===== src/rtl/simon_pkg.sv =====
// Shared types and constants for the Simon tone scheduler.
//   state_t     : scheduler FSM states
//   owner_t     : encoding of who currently owns the tone/LED datapath
//   JINGLE_SEQ  : game-over jingle note order, element 0 plays first
//   *_TICKS_DEF : default tick counts for a 25 MHz-class clock
package simon_pkg;

  typedef enum logic [2:0] {
    ST_IDLE,
    ST_SNOTE,
    ST_SGAP,
    ST_PNOTE,
    ST_JINGLE,
    ST_DONE
  } state_t;

  typedef enum logic [1:0] {
    OWN_NONE   = 2'd0,
    OWN_SIMON  = 2'd1,
    OWN_PLAYER = 2'd2,
    OWN_JINGLE = 2'd3
  } owner_t;

  localparam int unsigned NOTE_TICKS_DEF  = 25_000_000;
  localparam int unsigned GAP_TICKS_DEF   = 5_000_000;
  localparam int unsigned MIN_TICKS_DEF   = 5_000_000;
  localparam int unsigned JINGLE_STEP_DEF = 10_000_000;

  localparam int unsigned JINGLE_LEN = 4;

  // Packed so JINGLE_SEQ[i] is step i: plays 3, 2, 1, 0.
  localparam logic [JINGLE_LEN-1:0][1:0] JINGLE_SEQ = {2'd0, 2'd1, 2'd2, 2'd3};

  function automatic int unsigned max_ticks(input int unsigned a, input int unsigned b,
                                            input int unsigned c, input int unsigned d);
    int unsigned m;
    m = a;
    if (b > m) m = b;
    if (c > m) m = c;
    if (d > m) m = d;
    return m;
  endfunction

endpackage


===== src/rtl/tick_timer.sv =====
// Loadable down-counter with a registered one-cycle expire flag.
//   clk, rst_n : clock, async active-low reset
//   load       : load load_val (takes priority over counting)
//   load_val   : number of cycles until expire; expire is high in the
//                load_val-th cycle after the load edge
//   expire     : one-cycle pulse in the final counted cycle
module tick_timer #(
  parameter int unsigned W = 8
) (
  input  logic         clk,
  input  logic         rst_n,
  input  logic         load,
  input  logic [W-1:0] load_val,
  output logic         expire
);

  logic [W-1:0] count;

  // Expire is registered one cycle early (count==2 about to become 1)
  // so it lines up with the cycle in which count holds 1.
  always_ff @(posedge clk or negedge rst_n) begin
    if (!rst_n) begin
      count  <= '0;
      expire <= 1'b0;
    end else if (load) begin
      count  <= load_val;
      expire <= (load_val == W'(1));
    end else if (count != '0) begin
      count  <= count - W'(1);
      expire <= (count == W'(2));
    end else begin
      expire <= 1'b0;
    end
  end

endmodule


===== src/rtl/tone_scheduler.sv =====
// Arbitrates the tone/LED datapath between Simon, the player and the
// game-over jingle.
//   clk, reset              : clock, async active-low reset
//   simon_req/simon_num     : Simon note request (held until simon_ack) and index
//   player_req/player_num   : player button level and index
//   game_over               : game-over level; starts the jingle
//   num, play               : note index and enable to the tone/LED datapath
//   simon_ack               : one-cycle pulse after a Simon note and its gap
//   owner                   : 0 none, 1 Simon, 2 player, 3 jingle
//   jingle_done             : high once the jingle finished, until game_over falls
module tone_scheduler
  import simon_pkg::*;
#(
  parameter int unsigned NOTE_TICKS  = NOTE_TICKS_DEF,
  parameter int unsigned GAP_TICKS   = GAP_TICKS_DEF,
  parameter int unsigned MIN_TICKS   = MIN_TICKS_DEF,
  parameter int unsigned JINGLE_STEP = JINGLE_STEP_DEF
) (
  input  logic       clk,
  input  logic       reset,
  input  logic       simon_req,
  input  logic [1:0] simon_num,
  input  logic       player_req,
  input  logic [1:0] player_num,
  input  logic       game_over,
  output logic [1:0] num,
  output logic       play,
  output logic       simon_ack,
  output logic [1:0] owner,
  output logic       jingle_done
);

  localparam int unsigned TW = $clog2(max_ticks(NOTE_TICKS, GAP_TICKS, MIN_TICKS, JINGLE_STEP) + 1);

  state_t      state, state_n;
  logic [1:0]  step, step_n;
  logic        min_done, min_done_n;
  logic [1:0]  num_n;
  logic        ack_n;
  logic        play_n;
  owner_t      owner_n;
  logic        tmr_load;
  logic [TW-1:0] tmr_val;
  logic        tmr_expire;
  logic [1:0]  step_inc;

  tick_timer #(.W(TW)) u_timer (
    .clk      (clk),
    .rst_n    (reset),
    .load     (tmr_load),
    .load_val (tmr_val),
    .expire   (tmr_expire)
  );

  // State and registered outputs.
  always_ff @(posedge clk or negedge reset) begin
    if (!reset) begin
      state       <= ST_IDLE;
      step        <= 2'd0;
      min_done    <= 1'b0;
      num         <= 2'd0;
      play        <= 1'b0;
      simon_ack   <= 1'b0;
      owner       <= OWN_NONE;
      jingle_done <= 1'b0;
    end else begin
      state       <= state_n;
      step        <= step_n;
      min_done    <= min_done_n;
      num         <= num_n;
      play        <= play_n;
      simon_ack   <= ack_n;
      owner       <= owner_n;
      jingle_done <= (state_n == ST_DONE);
    end
  end

  // Next state, timer control and next output values.
  always_comb begin
    state_n    = state;
    step_n     = step;
    min_done_n = min_done;
    num_n      = num;
    ack_n      = 1'b0;
    tmr_load   = 1'b0;
    tmr_val    = '0;
    step_inc   = step + 2'd1;

    if (game_over && state != ST_JINGLE && state != ST_DONE) begin
      // Abort whatever is sounding; an aborted Simon note is never acked.
      state_n  = ST_JINGLE;
      step_n   = 2'd0;
      num_n    = JINGLE_SEQ[0];
      tmr_load = 1'b1;
      tmr_val  = TW'(JINGLE_STEP);
    end else begin
      case (state)
        ST_IDLE: begin
          if (player_req) begin
            state_n    = ST_PNOTE;
            num_n      = player_num;
            min_done_n = 1'b0;
            tmr_load   = 1'b1;
            tmr_val    = TW'(MIN_TICKS);
          end else if (simon_req && !simon_ack) begin
            // simon_req is still high while the ack is visible; skip that cycle.
            state_n  = ST_SNOTE;
            num_n    = simon_num;
            tmr_load = 1'b1;
            tmr_val  = TW'(NOTE_TICKS);
          end
        end
        ST_SNOTE: begin
          if (tmr_expire) begin
            state_n  = ST_SGAP;
            tmr_load = 1'b1;
            tmr_val  = TW'(GAP_TICKS);
          end
        end
        ST_SGAP: begin
          if (tmr_expire) begin
            state_n = ST_IDLE;
            ack_n   = 1'b1;
          end
        end
        ST_PNOTE: begin
          if (tmr_expire) min_done_n = 1'b1;
          if ((min_done || tmr_expire) && !player_req) state_n = ST_IDLE;
        end
        ST_JINGLE: begin
          if (!game_over) begin
            state_n = ST_IDLE;
          end else if (tmr_expire) begin
            if (step == 2'(JINGLE_LEN - 1)) begin
              state_n = ST_DONE;
            end else begin
              step_n   = step_inc;
              num_n    = JINGLE_SEQ[step_inc];
              tmr_load = 1'b1;
              tmr_val  = TW'(JINGLE_STEP);
            end
          end
        end
        ST_DONE: begin
          if (!game_over) state_n = ST_IDLE;
        end
        default: state_n = ST_IDLE;
      endcase
    end

    play_n = (state_n == ST_SNOTE) || (state_n == ST_PNOTE) || (state_n == ST_JINGLE);

    case (state_n)
      ST_SNOTE, ST_SGAP:  owner_n = OWN_SIMON;
      ST_PNOTE:           owner_n = OWN_PLAYER;
      ST_JINGLE, ST_DONE: owner_n = OWN_JINGLE;
      default:            owner_n = OWN_NONE;
    endcase
  end

endmodule


===== config.mk =====
export PLATFORM = sky130hd
export DESIGN_NAME = tone_scheduler
export DESIGN_NICKNAME = d
export VERILOG_FILES = /design/src/rtl/simon_pkg.sv /design/src/rtl/tick_timer.sv /design/src/rtl/tone_scheduler.sv
export SDC_FILE = /design/constraint.sdc
export NUM_CORES = 1
export LEC_CHECK = 0
export CORE_UTILIZATION = 35
export DETAILED_ROUTE_END_ITERATION = 10
export PLACE_DENSITY = 0.53
export SETUP_SLACK_MARGIN = 0.2
export SLEW_MARGIN = 0
export SYNTH_ARGS = -nofsm -noshare
export SYNTH_HDL_FRONTEND = slang
export SYNTH_HIERARCHICAL = 1
export SYNTH_SLANG_ARGS = --single-unit

===== constraint.sdc =====
create_clock -name clk -period 3.2 [get_ports clk]
set_input_delay 0.48 -clock clk [delete_from_list [all_inputs] [get_ports clk]]
set_output_delay 0.48 -clock clk [all_outputs]
set_load 0.01 [all_outputs]

==> key figures, run 1 <==
Power and ir drop
  • Comb power frac: around 37%
  • Worst IR Drop VDD: 0.255 mV
  • Total power: 1.81 mW
  • Pleak: 1.24 nW
  • Sw Share: between 30% and 40%
  • PwrDens: 639 mW/mm^2
  • Sequential cell fraction of total power: 42.0%
  • Switching power: 676 uW
  • Cell internal pwr: about 1.1 mW
  • Clock power share: approximately a fifth

Yosys
  • Register area share after synthesis: 39.9%
  • Synth Flop Type: dfrtp_1
  • Avg Cell Area, Syn: 9.87 sq um
  • #FFs+latches synth: 39
  • Netlist cell types: 56
  • Cell Area, Synth: 0.00245 sq mm
  • EDFF count, synth: 0
  • Ys async rst share: 100%
  • Most frequent cells after synthesis: dfrtp_1, nand2_1, nor2_1
  • Share of the synthesized area in the top cell type: 39.9%
  • Largest cells by area after synthesis: dfrtp_1, xnor2_1, xor2_1
  • Mapped Cells: 248
  • Count leader, synth: dfrtp_1
  • Area leader, netlist: dfrtp_1
  • Synth Warn #: 6

Layout
  • Area of the multi-input gates: 0.00144 sq mm
  • NumNets Final: 289
  • Synth-to-layout area growth: 15.5%
  • Reg area: 976 sq um
  • Layout filler cell count: 687
  • Layout Utilization: 41.6%
  • N_diodes: 0
  • Layout cells sized above 1: about an eighth

STA
  • Final-report setup violation count: 0
  • Max Slew Vio Count: 0
  • Min Tclk post-route: 2.46 ns
  • RSZ-0062 raised after global routing: no
  • Setup TNS: 0 ns
  • Fraction of the cycle the final worst path needs: 76.9%
  • Worst Max-Slew Pin Slew: between 0.9 and 1 ns
  • F_max: 407 MHz
  • Skew final: a little over 0.003 ns
  • Final WS setup: ~0.74 ns
  • WHS: 0.317 ns
  • Final hold vios: 0
  • Max transition margin: approximately 40%

Worst setup path
  • WS Path Type: reg -> reg
  • Crit path launch type: flip-flop
  • Critical Path RT: 3.38 ns
  • Crit path max fanout: 5
  • Worst r2r src: u_timer/count[0]
  • Worst r2r dst: u_timer/count[16]
  • R2R setup slack: 0.74 ns
  • Worst path slowest cell: nor3b_1
  • Critical-path cell list: inv_1 -> ha_1 -> nor3b_1 -> nand2_1 -> nor3_1 -> xor2_1 -> a22o_1
  • Critical path arrival: 2.64 ns
  • Worst reg-to-reg path cell count: 7
  • CP peak stage delay: ~0.63 ns
  • Crit end category: flip-flop

Clock tree
  • PostCTS Resize Cnt: 0
  • Clock Tree Buf Depth: 2
  • Clock latency on the worst-skew pair: 0.29 ns
  • Clock-pin slew on the worst setup and hold paths: 0.08 ns
  • CTS tree: built
  • Total CTS buffers: 5
  • Root buf cell: clkbuf_8
  • H-tree levels: 2
  • Post-CTS Hold Buffers: 0
  • Clk sinks: 39
  • Post-CTS setup buffers: 0

Global routing
  • Tot GR Track Use: about 17%
  • Initial antenna violation count: 0
  • First-pass GRT wire length: approximately 9500 microns
  • Largest net degree at the start of global routing: 45
  • Vias in the first global route: 1834
  • Grt total ovfl: 0

Route
  • Met2 WL post-DR: ~2400 microns
  • Met1 Wirelength: roughly 2800 microns
  • Detail Route Antenna Nets: 0
  • DR vias: roughly 1900
  • Routed vias/inst: 5.11
  • DRC: 0
  • Initial DRC Count: 127
  • DR WL/cell: 14.5 microns
  • Initial DRT Pass Iterations: 4
  • Met3 wire len: 153 microns
  • Routed WL: 5420 microns
  • Highest routing layer actually used: met4

Placed design
  • Number of port buffers: 15
  • DP Wirelength: 3760 microns
  • Pre-CTS WS: between 0.6 and 0.7 ns
  • Gpl congestion: 0.774

Worst hold path
  • Hold Crit Class: in -> async

Die
  • Row count: 30
  • Core Box Area: 0.00679 sq mm
  • Io pins: 16
  • Die ar.: 0.00733 sq mm
  • Starting Density: a little over a third
  • Die span in y: 85.6 microns
  • DIE WIDTH: 85.6 microns

Status
  • Status: finished, final reports clean

Run
  • Max_cap viols: 0
==> stage by stage <==
| step | area, sq um | cells |
|---|---|---|
| after detailed placement | 2730 | 365 |
| after floorplan | 2490 | 260 |
| after global routing | 2830 | 373 |
| final | 2830 | 373 |
| after global placement | 2730 | 365 |
| after CTS | 2830 | 373 |
==> worst max-delay path by stage <==
| stage | from | to | slack [ns] | cells after the start |
|---|---|---|---|---|
| floorplan | state[1] | u_timer/count[17] | 0.94 | 6 |
| global placement | player_req | u_timer/count[17] | 0.65 | 6 |
| detailed placement | player_req | u_timer/count[17] | 0.65 | 6 |
| CTS | u_timer/count[0] | u_timer/count[16] | 0.78 | 7 |
| global route | u_timer/count[0] | u_timer/count[16] | 0.60 | 7 |
| finish | u_timer/count[0] | u_timer/count[16] | 0.74 | 7 |
==> registers in the layout (all words and copies together), names as in the netlist, 2 cells and up <==
name and flops:
state 3, num 2, u_timer/count 25, step 2, owner 2
==> kinds of logic after synthesis <==
logic type               after synthesis  share of synthesized area [%]
AO/OA/AOI/OAI                         55                           17.7
XOR/XNOR                              20                           7.15
adder cells (fa/ha/maj)                4                           2.04
buffers and inverters                 14                           3.27
flip-flops                            39                           39.9
multiplexers                           6                           2.61
other                                  1                          0.153
AND/OR/NAND/NOR                      109                           27.2
==> cell type report <==
type / count / share of cell area (%)
sequential: 39 / 34.5
multi-input combinational: 207 / 51.0
timing repair buffer: 19 / 6.19
tap: 96 / 4.25
inverter: 4 / 0.531
clock buffer: 8 / 3.54
==> per-layer routing <==
layer	up-vias	GRT usage (%)
li1	955	-
met1	914	24.4
met2	31	24.9
met3	5	3.27
met4	0	5.00
met5	-	0
==> power groups by stage <==
stage,Clock [mW],Combinational [mW],Sequential (mW)
after floorplan,0,0.520,0.736
after global placement,0,0.671,0.768
after detailed placement,0,0.675,0.766
after CTS,0.389,0.680,0.757
after global routing,0.415,0.758,0.781
final,0.374,0.676,0.759
==> critical path: cells and delay by family, from the launching register on <==
family | cells | cell delay [ns]
fa+ha+maj | 1 | 0.24
xor+xnor | 1 | 0.10
flops | 1 | 0.40
buf+inv | 1 | 0.17
simple gates | 3 | 1.23
compound gates | 1 | 0.21
==> layout by cell type, fill, tap and decap left out, types with 9 or more instances in the layout <==
| master | n |
|---|---|
| clkdlybuf4s50_1 | 14 |
| nor2_1 | 18 |
| xor2_1 | 10 |
| nor3_1 | 11 |
| dfrtp_1 | 39 |
| conb_1 | 13 |
| nand2_1 | 22 |
| nand2b_1 | 10 |
| a22o_1 | 9 |
| xnor2_1 | 10 |
No activity file was read; power rests on OpenSTA's default activity.
==> inputs of run 2 (changes only) <==
Settings changed: PLACE_DENSITY 0.53 to 0.55.
Clock period 3.2 ns to 2 ns, I/O delays scaled along.
==> key figures, run 2 (synthesis gave the netlist of run 1 again) <==
Run
  • Max_cap viols: 0 (unchanged)

Global routing
  • Largest net degree at the start of global routing: 40 (-11%)
  • Vias in the first global route: 2007 (+9.4%)
  • Initial antenna violation count: 0 (unchanged)
  • First-pass GRT wire length: 9920 microns (+4.6%)
  • Grt total ovfl: 0 (unchanged)
  • Tot GR Track Use: 17.4% (+0.66 points)

Layout
  • Synth-to-layout area growth: 35.5%
  • Largest regs: u_timer/count: 25 flops, state: 3 flops
  • Layout cells sized above 1: 27.7% (+15 points)
  • Layout filler cell count: 641 (-6.7%)
  • NumNets Final: 330 (+14%)
  • Reg area: 976 sq um (unchanged)
  • Final Instance Count excl. Fillers: 414 (+11%)
  • Biggest register: u_timer/count
  • Commonest non-fill, non-tap cells in the layout: dfrtp_1, buf_4, nand2_1
  • Most common cell after layout, fill and taps aside: dfrtp_1
  • Area of the multi-input gates: 0.00156 sq mm (+8.1%)
  • Max reg flops: 25 (unchanged)
  • Final Cell Area: 0.00332 sq mm (+17%)
  • N_diodes: 0 (unchanged)

Clock tree
  • H-tree levels: 2 (unchanged)
  • Clock-pin slew on the worst setup and hold paths: 0.07 ns (about the same)
  • Total CTS buffers: 5 (unchanged)
  • Clk sinks: 39 (unchanged)
  • Root buf cell: clkbuf_8
  • Clock latency on the worst-skew pair: 0.29 ns (about the same)
  • CTS tree: built
  • Clock Tree Buf Depth: 2 (unchanged)

STA
  • Skew final: 0.00701 ns (+0.00397 ns)
  • RSZ-0062 raised after global routing: yes
  • Fraction of the cycle the final worst path needs: 103% (+26 points)
  • Min Tclk post-route: 2.06 ns (-0.403 ns)
  • Final hold vios: 0 (unchanged)
  • Final-report setup violation count: 16 (+16)
  • Final WS setup: -0.0563 ns (-0.797 ns)
  • Max Slew Vio Count: 0 (unchanged)
  • F_max: 486 MHz (+20%)

Status
  • Status: finished with violations
  • Violated checks: DRC, setup timing

Route
  • Met3 wire len: 256 microns (+67%)
  • DR vias: 2076 (+9.0%)
  • Detail Route Antenna Nets: 0 (unchanged)
  • DR WL/cell: 14.2 microns (-2.3%)
  • Initial DRT Pass Iterations: 9 (+5)
  • Met2 WL post-DR: 2670 microns (+10%)
  • Routed WL: 5880 microns (+8.5%)
  • Highest routing layer actually used: met4
  • Met1 Wirelength: 2930 microns (+5.0%)
  • DRC: 1 (+1)
  • Initial DRC Count: 125 (-1.6%)
  • Routed vias/inst: 5.01 (-1.8%)

Die
  • Die span in y: 85.6 microns (unchanged)
  • Core Box Area: 0.00679 sq mm (unchanged)
  • Io pins: 16 (unchanged)
  • Die ar.: 0.00733 sq mm (unchanged)
  • Row count: 30 (unchanged)
  • Starting Density: 36.0% (unchanged)
  • DIE WIDTH: 85.6 microns (unchanged)

Worst setup path
  • Critical Path RT: 2.17 ns (-1.21 ns)
  • WS Path Type: reg -> reg
  • Crit path max fanout: 6 (+1)
  • Critical-path cell list: or4_4 -> or4_4 -> nor3_4 -> nand4_1 -> buf_6 -> o211a_1
  • Crit path top cell by count: or4_4
  • Crit path launch type: flip-flop
  • Worst path slowest cell: or4_4
  • Critical path arrival: 2.23 ns (-0.41 ns)
  • CP peak stage delay: 0.55 ns (-0.08 ns)
  • R2R setup slack: -0.06 ns (-0.80 ns)
  • Crit end category: flip-flop

Power and ir drop
  • PwrDens: 1040 mW/mm^2 (+63%)
  • Worst IR Drop VDD: 0.492 mV (+93%)
  • Pleak: 1.50 nW (+21%)

Placed design
  • DP Wirelength: 4110 microns (+9.1%)
  • Gpl congestion: 0.796 (+2.9%)
  • Number of port buffers: 15 (unchanged)
  • Placed Cells: 396 (+8.5%)
  • Placed Area: 0.00299 sq mm (+9.6%)

Worst hold path
  • Hold Crit Class: reg -> reg
-- run 2: cell count changes in the layout (fill, tap and decap cells not counted), sizes merged --
| cell | previous run | this run |
|---|---|---|
| buf | 5 | 44 |
| bufinv | 0 | 2 |
| clkbuf | 8 | 6 |
| dlygate4sd3 | 0 | 1 |
| nor2 | 19 | 20 |
-- run 2: final timing paths --
check                                   from                end  cells after the start
max                        u_timer/count[23]  u_timer/count[18]                      6
min                                  step[1]            step[1]                      2
max reg2reg                u_timer/count[23]  u_timer/count[18]                      6
min reg2reg                          step[1]            step[1]                      2
max in group asynchronous              reset  u_timer/count[19]                      3
min in group asynchronous              reset   u_timer/count[2]                      3
-- run 2: cell type report --
cell class                 count  area share (%)
clock buffer                   6            2.19
clock inverter                 2            1.81
inverter                       4           0.452
multi-input combinational    208            46.9
sequential                    39            29.4
tap                           96            3.62
timing repair buffer          59            15.6
-- run 2: stage by stage --
step | TNS, ns | total power [mW] | utilization (%) | hold slack [ns] | setup WS, ns
6_report | -0.369 | 3.46 | 48.8 | 0.490 | -0.0563
5_1_grt | -1.62 | 3.69 | 48.8 | 0.524 | -0.111
3_5_place_dp | -0.508 | 2.55 | 44.0 | 0.290 | -0.101
4_1_cts | -0.0406 | 3.36 | 46.8 | 0.498 | -0.0151
2_1_floorplan | 0 | 2.04 | - | 0.00441 | 0.0532
3_3_place_gp | -0.616 | 2.53 | 44.0 | 0.288 | -0.124
-- run 2: worst max-delay path, delay by kind of cell, from the launching register on --
| kind | cells | cell delay, ns |
|---|---|---|
| flip-flops | 1 | 0.38 |
| buffers and inverters | 1 | 0.16 |
| AND/OR/NAND/NOR | 4 | 1.29 |
| AO/OA/AOI/OAI | 1 | 0.12 |
-- run 2: timing repair --
action	in CTS	in global routing
hold endpoints to repair	39	0
cloned	1	0
hold buffers	1	0
pin swaps	1	12
setup buffers	4	4
gates resized for setup	3	20
setup endpoints to repair	25	25
-- run 2: where the power goes --
part	internal (mW)	leakage, nW	switching [mW]
Sequential	0.991	0.486	0.189
Clock	0.499	0.0654	0.279
Combinational	0.758	0.950	0.742
Total	2.25	1.50	1.21
-- run 2: layer usage --
metal,track usage (%),vias to the layer above
li1,-,1034
met1,26.5,993
met2,24.9,47
met3,2.98,2
met4,5.15,0
met5,0,-
